<file path="src/rtl/vec_pkg.sv">
// Shared encodings for the element-serial vector execution unit.
package vec_pkg;

    // Elements per vector, fixed by the vector register file
    localparam int N_ELEM = 5;

    // Width of the element index counter
    localparam int IDX_W = 3;

    // Index of the final element processed before write-back
    localparam logic [IDX_W-1:0] LAST_IDX = IDX_W'(N_ELEM - 1);

    // Operation codes as driven by the control unit
    typedef enum logic [1:0] {
        OP_VADD = 2'b00,
        OP_VSUB = 2'b01,
        OP_VMUL = 2'b10,
        OP_VDOT = 2'b11
    } op_e;

    // Sequencer states
    typedef enum logic [1:0] {
        S_IDLE = 2'b00,
        S_BUSY = 2'b01,
        S_DONE = 2'b10
    } state_e;

endpackage

</file>
<file path="src/rtl/vec_elem_alu.sv">
// Single-element arithmetic unit, time-multiplexed across vector elements.
// All results wrap modulo 2^WIDTH; the product is sign-agnostic low bits.
module vec_elem_alu
    import vec_pkg::*;
#(
    parameter int WIDTH = 32
) (
    input  op_e              op_i,
    input  logic [WIDTH-1:0] a_i,
    input  logic [WIDTH-1:0] b_i,
    output logic [WIDTH-1:0] y_o
);

    logic [WIDTH-1:0] prodLow;

    assign prodLow = a_i * b_i;

    // Select the element result; the dot product reuses the plain product
    always_comb begin
        y_o = '0;
        case (op_i)
            OP_VADD: y_o = a_i + b_i;
            OP_VSUB: y_o = a_i - b_i;
            OP_VMUL: y_o = prodLow;
            OP_VDOT: y_o = prodLow;
            default: y_o = '0;
        endcase
    end

endmodule

</file>
<file path="src/rtl/vec_exec_seq.sv">
// Element-serial vector execution unit. Latches two source vectors on start,
// processes one element per cycle, then pulses a one-cycle write-back of
// either the result vector or the dot-product scalar.
module vec_exec_seq
    import vec_pkg::*;
#(
    parameter int WIDTH = 32
) (
    input  logic             clk,
    input  logic             reset,
    input  logic             start,
    input  logic [1:0]       op,
    input  logic [3:0]       vd_in,
    input  logic [WIDTH-1:0] a_0,
    input  logic [WIDTH-1:0] a_1,
    input  logic [WIDTH-1:0] a_2,
    input  logic [WIDTH-1:0] a_3,
    input  logic [WIDTH-1:0] a_4,
    input  logic [WIDTH-1:0] b_0,
    input  logic [WIDTH-1:0] b_1,
    input  logic [WIDTH-1:0] b_2,
    input  logic [WIDTH-1:0] b_3,
    input  logic [WIDTH-1:0] b_4,
    output logic             busy,
    output logic             done,
    output logic             we_v,
    output logic             we_s,
    output logic [3:0]       vd_out,
    output logic [WIDTH-1:0] res_0,
    output logic [WIDTH-1:0] res_1,
    output logic [WIDTH-1:0] res_2,
    output logic [WIDTH-1:0] res_3,
    output logic [WIDTH-1:0] res_4,
    output logic [WIDTH-1:0] dot
);

    state_e           state_q;
    logic [IDX_W-1:0] idx_q;
    op_e              opL_q;
    logic [3:0]       vd_q;
    logic [WIDTH-1:0] acc_q;
    logic [WIDTH-1:0] dot_q;
    logic             busy_q;
    logic             done_q;
    logic             weV_q;
    logic             weS_q;
    logic [WIDTH-1:0] a_q   [N_ELEM];
    logic [WIDTH-1:0] b_q   [N_ELEM];
    logic [WIDTH-1:0] res_q [N_ELEM];

    logic [WIDTH-1:0] aIn [N_ELEM];
    logic [WIDTH-1:0] bIn [N_ELEM];
    logic [WIDTH-1:0] elemA;
    logic [WIDTH-1:0] elemB;
    logic [WIDTH-1:0] elemY;
    logic [WIDTH-1:0] acc_d;

    assign aIn[0] = a_0;
    assign aIn[1] = a_1;
    assign aIn[2] = a_2;
    assign aIn[3] = a_3;
    assign aIn[4] = a_4;
    assign bIn[0] = b_0;
    assign bIn[1] = b_1;
    assign bIn[2] = b_2;
    assign bIn[3] = b_3;
    assign bIn[4] = b_4;

    // Pick the latched operand pair for the current element; out-of-range
    // indices yield zero so the mux never reads past the latch array
    always_comb begin
        elemA = '0;
        elemB = '0;
        for (int i = 0; i < N_ELEM; i++) begin
            if (idx_q == IDX_W'(i)) begin
                elemA = a_q[i];
                elemB = b_q[i];
            end
        end
    end

    vec_elem_alu #(
        .WIDTH(WIDTH)
    ) u_alu (
        .op_i(opL_q),
        .a_i (elemA),
        .b_i (elemB),
        .y_o (elemY)
    );

    assign acc_d = acc_q + elemY;

    // Sequencer, operand latches, accumulator and registered outputs
    always_ff @(posedge clk) begin
        if (reset) begin
            state_q <= S_IDLE;
            idx_q   <= '0;
            opL_q   <= OP_VADD;
            vd_q    <= '0;
            acc_q   <= '0;
            dot_q   <= '0;
            busy_q  <= 1'b0;
            done_q  <= 1'b0;
            weV_q   <= 1'b0;
            weS_q   <= 1'b0;
            for (int i = 0; i < N_ELEM; i++) begin
                a_q[i]   <= '0;
                b_q[i]   <= '0;
                res_q[i] <= '0;
            end
        end else begin
            done_q <= 1'b0;
            weV_q  <= 1'b0;
            weS_q  <= 1'b0;
            case (state_q)
                S_IDLE: begin
                    if (start) begin
                        for (int i = 0; i < N_ELEM; i++) begin
                            a_q[i] <= aIn[i];
                            b_q[i] <= bIn[i];
                        end
                        opL_q   <= op_e'(op);
                        vd_q    <= vd_in;
                        idx_q   <= '0;
                        acc_q   <= '0;
                        busy_q  <= 1'b1;
                        state_q <= S_BUSY;
                    end
                end
                S_BUSY: begin
                    if (idx_q > LAST_IDX) begin
                        idx_q   <= '0;
                        busy_q  <= 1'b0;
                        state_q <= S_IDLE;
                    end else begin
                        for (int i = 0; i < N_ELEM; i++) begin
                            if (idx_q == IDX_W'(i)) begin
                                res_q[i] <= elemY;
                            end
                        end
                        if (opL_q == OP_VDOT) begin
                            acc_q <= acc_d;
                        end
                        if (idx_q == LAST_IDX) begin
                            done_q  <= 1'b1;
                            weV_q   <= (opL_q != OP_VDOT);
                            weS_q   <= (opL_q == OP_VDOT);
                            state_q <= S_DONE;
                            if (opL_q == OP_VDOT) begin
                                dot_q <= acc_d;
                            end
                        end else begin
                            idx_q <= idx_q + 1'b1;
                        end
                    end
                end
                S_DONE: begin
                    idx_q   <= '0;
                    busy_q  <= 1'b0;
                    state_q <= S_IDLE;
                end
                default: begin
                    idx_q   <= '0;
                    busy_q  <= 1'b0;
                    state_q <= S_IDLE;
                end
            endcase
        end
    end

    assign busy   = busy_q;
    assign done   = done_q;
    assign we_v   = weV_q;
    assign we_s   = weS_q;
    assign vd_out = vd_q;
    assign res_0  = res_q[0];
    assign res_1  = res_q[1];
    assign res_2  = res_q[2];
    assign res_3  = res_q[3];
    assign res_4  = res_q[4];
    assign dot    = dot_q;

endmodule

</file>
<file path="config.mk">
export PLATFORM = sky130hd
export DESIGN_NAME = vec_exec_seq
export DESIGN_NICKNAME = d
export VERILOG_FILES = /design/src/rtl/vec_pkg.sv /design/src/rtl/vec_elem_alu.sv /design/src/rtl/vec_exec_seq.sv
export SDC_FILE = /design/constraint.sdc
export NUM_CORES = 2
export LEC_CHECK = 0
export BUFFER_PORTS_ARGS = -buffer_cell sky130_fd_sc_hd__buf_2
export CAP_MARGIN = 20
export CORE_MARGIN = 3
export CORE_UTILIZATION = 54
export DETAILED_ROUTE_END_ITERATION = 12
export MAX_ROUTING_LAYER = met4
export PLACE_DENSITY = 0.78
export SYNTH_ARGS = -nofsm -noshare
export SYNTH_HDL_FRONTEND = slang
export SYNTH_SLANG_ARGS = --single-unit
export TNS_END_PERCENT = 20
</file>
<file path="constraint.sdc">
create_clock -name clk -period 10.3 [get_ports clk]
set_clock_uncertainty 0.1 [all_clocks]
set_input_delay 2.06 -clock clk [delete_from_list [all_inputs] [get_ports clk]]
set_output_delay 2.06 -clock clk [all_outputs]
set_load 0.01 [all_outputs]
</file>
== After elaboration in Yosys (flattened, before gate mapping) ==
Memories as Yosys holds them, arrays and structs flattened.
Index checks and enable logic that the tools add are counted.

* Bits in latches: 0
* Logic and storage cells: 136
* Bits in writable memories: 480
* Memories kept: 3
* Input port bits: 329
* Register bits: 79
* Memory bits (read-only): 0
* Output and inout bits: 200

{| class="wikitable"
|+ Memories
! name !! words !! bits a word !! read ports !! clocked after Yosys merged registers in !! write ports !! RTL line !! source
|-
| a_q || 5 || 32 || 5 || 0 || 5 || vec_exec_seq.sv:47 || <nowiki>logic [WIDTH-1:0] a_q [N_ELEM];</nowiki>
|-
| b_q || 5 || 32 || 5 || 0 || 5 || vec_exec_seq.sv:48 || <nowiki>logic [WIDTH-1:0] b_q [N_ELEM];</nowiki>
|-
| res_q || 5 || 32 || 5 || 0 || 5 || vec_exec_seq.sv:49 || <nowiki>logic [WIDTH-1:0] res_q [N_ELEM];</nowiki>
|}

* Shift operators: 0
* Multiplexer cells: 72
* Bitwise operators: 18
* $mul: 1
* Reductions and logical operators: 12
* Add/subtract/negate cells: 4
* $lt $le $gt $ge: 1
* Div/mod/pow operators: 0
* Eq/ne operators: 15

{| class="wikitable"
|+ Operators by type and width
! cell !! number
|-
| 32-bit two-way mux || 28
|-
| 32-bit case mux with 3 select lines || 1
|-
| 32-bit adder || 2
|-
| 32-bit case mux with 2 select lines || 1
|-
| 1-bit two-way mux || 33
|-
| 32-bit by 32-bit multiplier with 32-bit output || 1
|-
| 32-bit subtractor || 1
|-
| 1-bit OR || 15
|-
| 2-bit != test (second input constant) || 5
|-
| 3-bit two-way mux || 3
|-
| 2-bit AND reduction || 4
|-
| 4-bit AND reduction || 2
|-
| 3-bit by 2-bit == test with 1-bit output (second input constant) || 2
|-
| 2-bit two-way mux || 3
|-
| 3-bit != test (second input constant) || 2
|-
| 3-bit case mux with 2 select lines || 1
|-
| 2-bit by 1-bit == test with 1-bit output (second input constant) || 2
|-
| 2-bit == test (second input constant) || 2
|-
| 2-bit logical NOT || 2
|-
| 2-bit case mux with 2 select lines || 1
|-
| 4-bit OR reduction || 1
|-
| 3-bit by 1-bit adder with 3-bit output (second input constant) || 1
|-
| 3-bit by 1-bit == test with 1-bit output (second input constant) || 1
|-
| 3-bit == test (second input constant) || 1
|-
| other kinds (6) || 8
|}

== Longest topological paths before layout ==
* Depth in word-level cells: 12
* Gate-level depth with buffers: 53

== Cells and area by module ==
From an unflattened synthesis, not the netlist that was laid out.

* Cells, all modules: 3984
* Area, all modules: 41843.9 µm²

{| class="wikitable"
|+ Modules (own cells, without submodules)
! module !! area each (µm²) !! instances !! sequential area each (µm²) !! cells each
|-
| vec_exec_seq || 23695.2 || 1 || 15995.3 || 1884
|-
| vec_elem_alu || 18148.7 || 1 || 0.0 || 2100
|}

== Least setup slack after synthesis ==
No wires, ideal clock.

* Kind: register to register
* Start: register idx_q[2]
* End: register dot_q[31], in the netlist dot[31]
* Setup time: 0.079 ns
* Stages on the path, launching flop included: 53
* Data arrival time: 10.934 ns
* Path slack: -0.813 ns
* Period minus slack after synthesis: 11.113 ns
* Path buffers: 10
* Data required time: 10.121 ns
* Cell sequence: dfxtp_1 buf_2 buf_4 clkbuf_1 buf_2 inv_1 ha_1 buf_2 buf_2 buf_2 buf_1 nand2_1 o21ai_0 nor2_1 or2_2 clkbuf_1 inv_1 clkbuf_1 [... 17 more ...] nand2b_1 a21o_1 a21oi_1 nand2b_1 o21ai_0 or3_1 o31ai_1 ha_1 a21o_1 a41oi_1 nor2b_1 o21a_1 o21ai_0 a21oi_1 a311oi_1 xor2_1 xnor2_1 a211oi_2

* Word-level cells in the longest chain between the ends: 9

{| class="wikitable"
|+ Ends and longest elaborated chain
! what !! RTL line !! source
|-
| start, declared || vec_exec_seq.sv:38 || <nowiki>logic [IDX_W-1:0] idx_q;</nowiki>
|-
| start signal, assigned || vec_exec_seq.sv:153 || <nowiki>idx_q <= idx_q + 1'b1;</nowiki>
|-
| 3-bit logical NOT || vec_exec_seq.sv:75 || <nowiki>if (idx_q == IDX_W'(i)) begin</nowiki>
|-
| 32-bit two-way mux (5 in series) || vec_exec_seq.sv:75 ||
|-
| 32-bit by 32-bit multiplier with 32-bit output (tied with other cells) || vec_elem_alu.sv:16 || <nowiki>assign prodLow = a_i * b_i;</nowiki>
|-
| 32-bit case mux with 3 select lines || vec_elem_alu.sv:21 || <nowiki>case (op_i)</nowiki>
|-
| 32-bit adder || vec_exec_seq.sv:91 || <nowiki>assign acc_d = acc_q + elemY;</nowiki>
|-
| end signal, assigned || vec_exec_seq.sv:101 || <nowiki>dot_q <= '0;</nowiki>
|-
| end signal, assigned || vec_exec_seq.sv:150 || <nowiki>dot_q <= acc_d;</nowiki>
|-
| end, declared || vec_exec_seq.sv:42 || <nowiki>logic [WIDTH-1:0] dot_q;</nowiki>
|}

Several ways; a longest one is shown, not always the timed one.
A chain may end at the register's enable or synchronous reset.

== Final worst setup path ==
* Start: register idx_q[0]
* End: register dot_q[31], in the netlist dot[31]

The elaborated chain is that of the path after synthesis.

==> flow_metrics.tcl <==
set metrics [dict create \
    outcome "finished, final reports clean" \
    synth_top_flop_cell "edfxtp_1" \
    fp.coreArea_um2 76200 \
    setup_viol 0 \
    p_leak_nw 22.99 \
    die_x_um 284.1 \
    fp.dieArea_um2 80680 \
    numCtsBuffers 57 \
    h-tree-depth 2 \
    cts-root-buf "clkbuf_16" \
    yosysSeqAreaShare 0.3831 \
    seqPwrFrac 0.147 \
    holdPathStages 1 \
    clk_pin_slew_ns 0.07 \
    num_rows 101 \
    vias 32797 \
    drv_slew 0 \
    dp_cells 5680 \
    die_h_um 284.1 \
    dr.pass1.iters 6 \
    p_int_mw 10.57 \
    rr_worst_depth 43 \
    hold_buffers 0 \
    fin_crit_sh 0.9728 \
    instances_no_fill 5823 \
    yosys_warnings 0 \
    rsz0062_at_grt "true" \
    synth_top_area_frac 0.3453 \
    hold-worst-slack_ns 0.3352 \
    worstSetupPathType "register to register" \
    netlist_area_um2 41750 \
    hold_path_class "register to register" \
    utilization 0.6645 \
    worst_pin_slew_ns 1.100 \
    synth-seq-cells 559 \
    switching_share 0.4576 \
    synth_edf_count 480 \
    vdd_ir_drop_max_mv 0.6331 \
    insertion_delay_ns 0.65 \
    fin_ws_ns 0.2803 \
    hold_violations 0 \
    place_ws_ns -0.1857 \
    syn_nets 4908 \
    gp_congestion 1.031 \
    synth_top_area_cell "edfxtp_1" \
    relSlewSlack 0.2665 \
    synth_area_per_cell_um2 10.51 \
    io_buffers 528 \
    pwr_density_cell_nw_per_um2 384.9 \
    fmax_mhz 99.80 \
    drive_gt1_frac 0.2453 \
    clock_path_buffers 3 \
    drc 0 \
    ant_nets 0 \
    first_global_vias 33309 \
    critPathMaxFanout 11 \
    slowest_delay_ns 0.60 \
    crit_required_ns 10.72 \
    period_needed_ns 10.02 \
    layout_commonest_cell "buf_2" \
    postLayoutCellArea_um2 50640 \
    start_util 0.5479 \
    ys_top_cells_by_area "edfxtp_1 (35%), fa_1 (20%), ha_1 (5.8%)" \
    synth_async_sr_flop_share 0 \
    cts_tree "done" \
    via_per_inst 5.632 \
    finish.net_count 5676 \
    route.detailed.wl_per_inst_um 23.06 \
    antenna_found_initial 2 \
    grt_pass1_wl_um 201600 \
    endpoint_kind "register" \
    synth.distinct_cells 84 \
    grt_max_degree 273 \
    power.switching_mw 8.918 \
    drt-initial-drc-count 3056 \
    cts.sinks 559 \
    slowest_stage "fa_1" \
    p_clk_frac 0.110 \
    worst_path_most_repeated_cell "fa_1" \
    cp.arrival_ns 10.44 \
    grt_use_total 0.3382 \
    grt_overflow 0 \
    netlist_instances 3974 \
    combPwrFrac 0.743 \
    cp-start-kind "register" \
    p_total_mw 19.49 \
    wl_um 134300 \
    setup_tns_ns 0 \
    drv_cap 0 \
    dpl_cell_area_um2 47860 \
    layout_common_cells "buf_2 (528), edfxtp_1 (480), inv_1 (461)" \
    place_hpwl_um 106800 \
    syn_to_final_growth_pct 21.29 \
    ioPinCount 529 \
]
==> cell type report <==
class / count / area (um2)
fillers: 5831 / 25560
clock inverters: 32 / 411.6
well taps: 1030 / 1289
diodes: 3 / 7.507
repair buffers: 921 / 5954
clock buffers: 75 / 1554
inverters: 480 / 1819
multi-input cells: 2723 / 23600
flip-flops and latches: 559 / 16000
==> worst max-delay path, delay by kind of cell (launching register included) <==
kind	cells	cell delay (ns)
flops	1	0.37
buf+inv	10	0.99
xor+xnor	2	0.47
compound gates	13	2.19
fa+ha+maj	11	4.81
simple gates	7	0.94
==> routing by layer <==
| metal | global-route usage | share of wire | vias to the layer above |
|---|---|---|---|
| met4 | 0.1232 | 0.046 | 0 |
| met1 | 0.4336 | 0.39 | 16200 |
| li1 | - | - | 14680 |
| met3 | 0.05397 | 0.084 | 302 |
| met5 | - | 0 | - |
| met2 | 0.5485 | 0.48 | 1615 |
==> cells in the mapped netlist, drive strengths merged (35+ instances only) <==
cell type	instances
fa	410
xnor2	117
ha	195
and3	36
a21oi	167
dfxtp	79
a211oi	36
clkbuf	151
nor2	307
a21o	35
nand3b	48
xor2	39
buf	61
nor2b	53
edfxtp	480
inv	476
a22o	36
o21ai	96
and2	373
nand2	428
==> power by group through the flow <==
stage	Sequential, mW	Clock (mW)	Combinational [mW]
after floorplan	2.96	0	8.60
after CTS	2.87	2.16	14.0
final	2.87	2.15	14.5
after global routing	2.89	2.24	16.0
after global placement	2.91	0	13.6
after detailed placement	2.91	0	13.9
==> timing repair <==
| action | CTS | global route |
|---|---|---|
| pin swaps | 3 | 53 |
| endpoints found under the setup margin | 2 | 13 |
| resized for setup | 12 | 130 |
| setup buffers | 4 | 31 |
==> flip-flops by register name, summed over array words and instances (netlist names) <==
signal / flops
acc_q: 32
a_q: 160
done: 1
state_q: 2
b_q: 160
we_v: 1
vd_out: 4
dot: 32
opL_q: 2
idx_q: 3
we_s: 1
res_q: 160
busy: 1
==> logic make-up (layout without fill, tap and decap cells) <==
group                    Yosys count  in the layout  synth area share
multiplexers                       5              5          0.001229
buffers and inverters            692           1508           0.06551
other                              0              3                 0
AND/OR/NAND/NOR                 1370           1370            0.1623
AO/OA/AOI/OAI                    582            582           0.09737
XOR/XNOR                         161            161           0.03545
flip-flops                       559            559            0.3831
adder cells (fa/ha/maj)          605            605            0.2550
==> path summary, 6_finish.rpt <==
path | from | end | slack, ns
worst max-delay path | idx_q[0] | dot[31] | 0.28
worst min-delay path | opL_q[1] | we_v | 0.34
worst max register to register | idx_q[0] | dot[31] | 0.28
worst min register to register | opL_q[1] | we_v | 0.34
No activity file was read; power rests on OpenSTA's default activity.
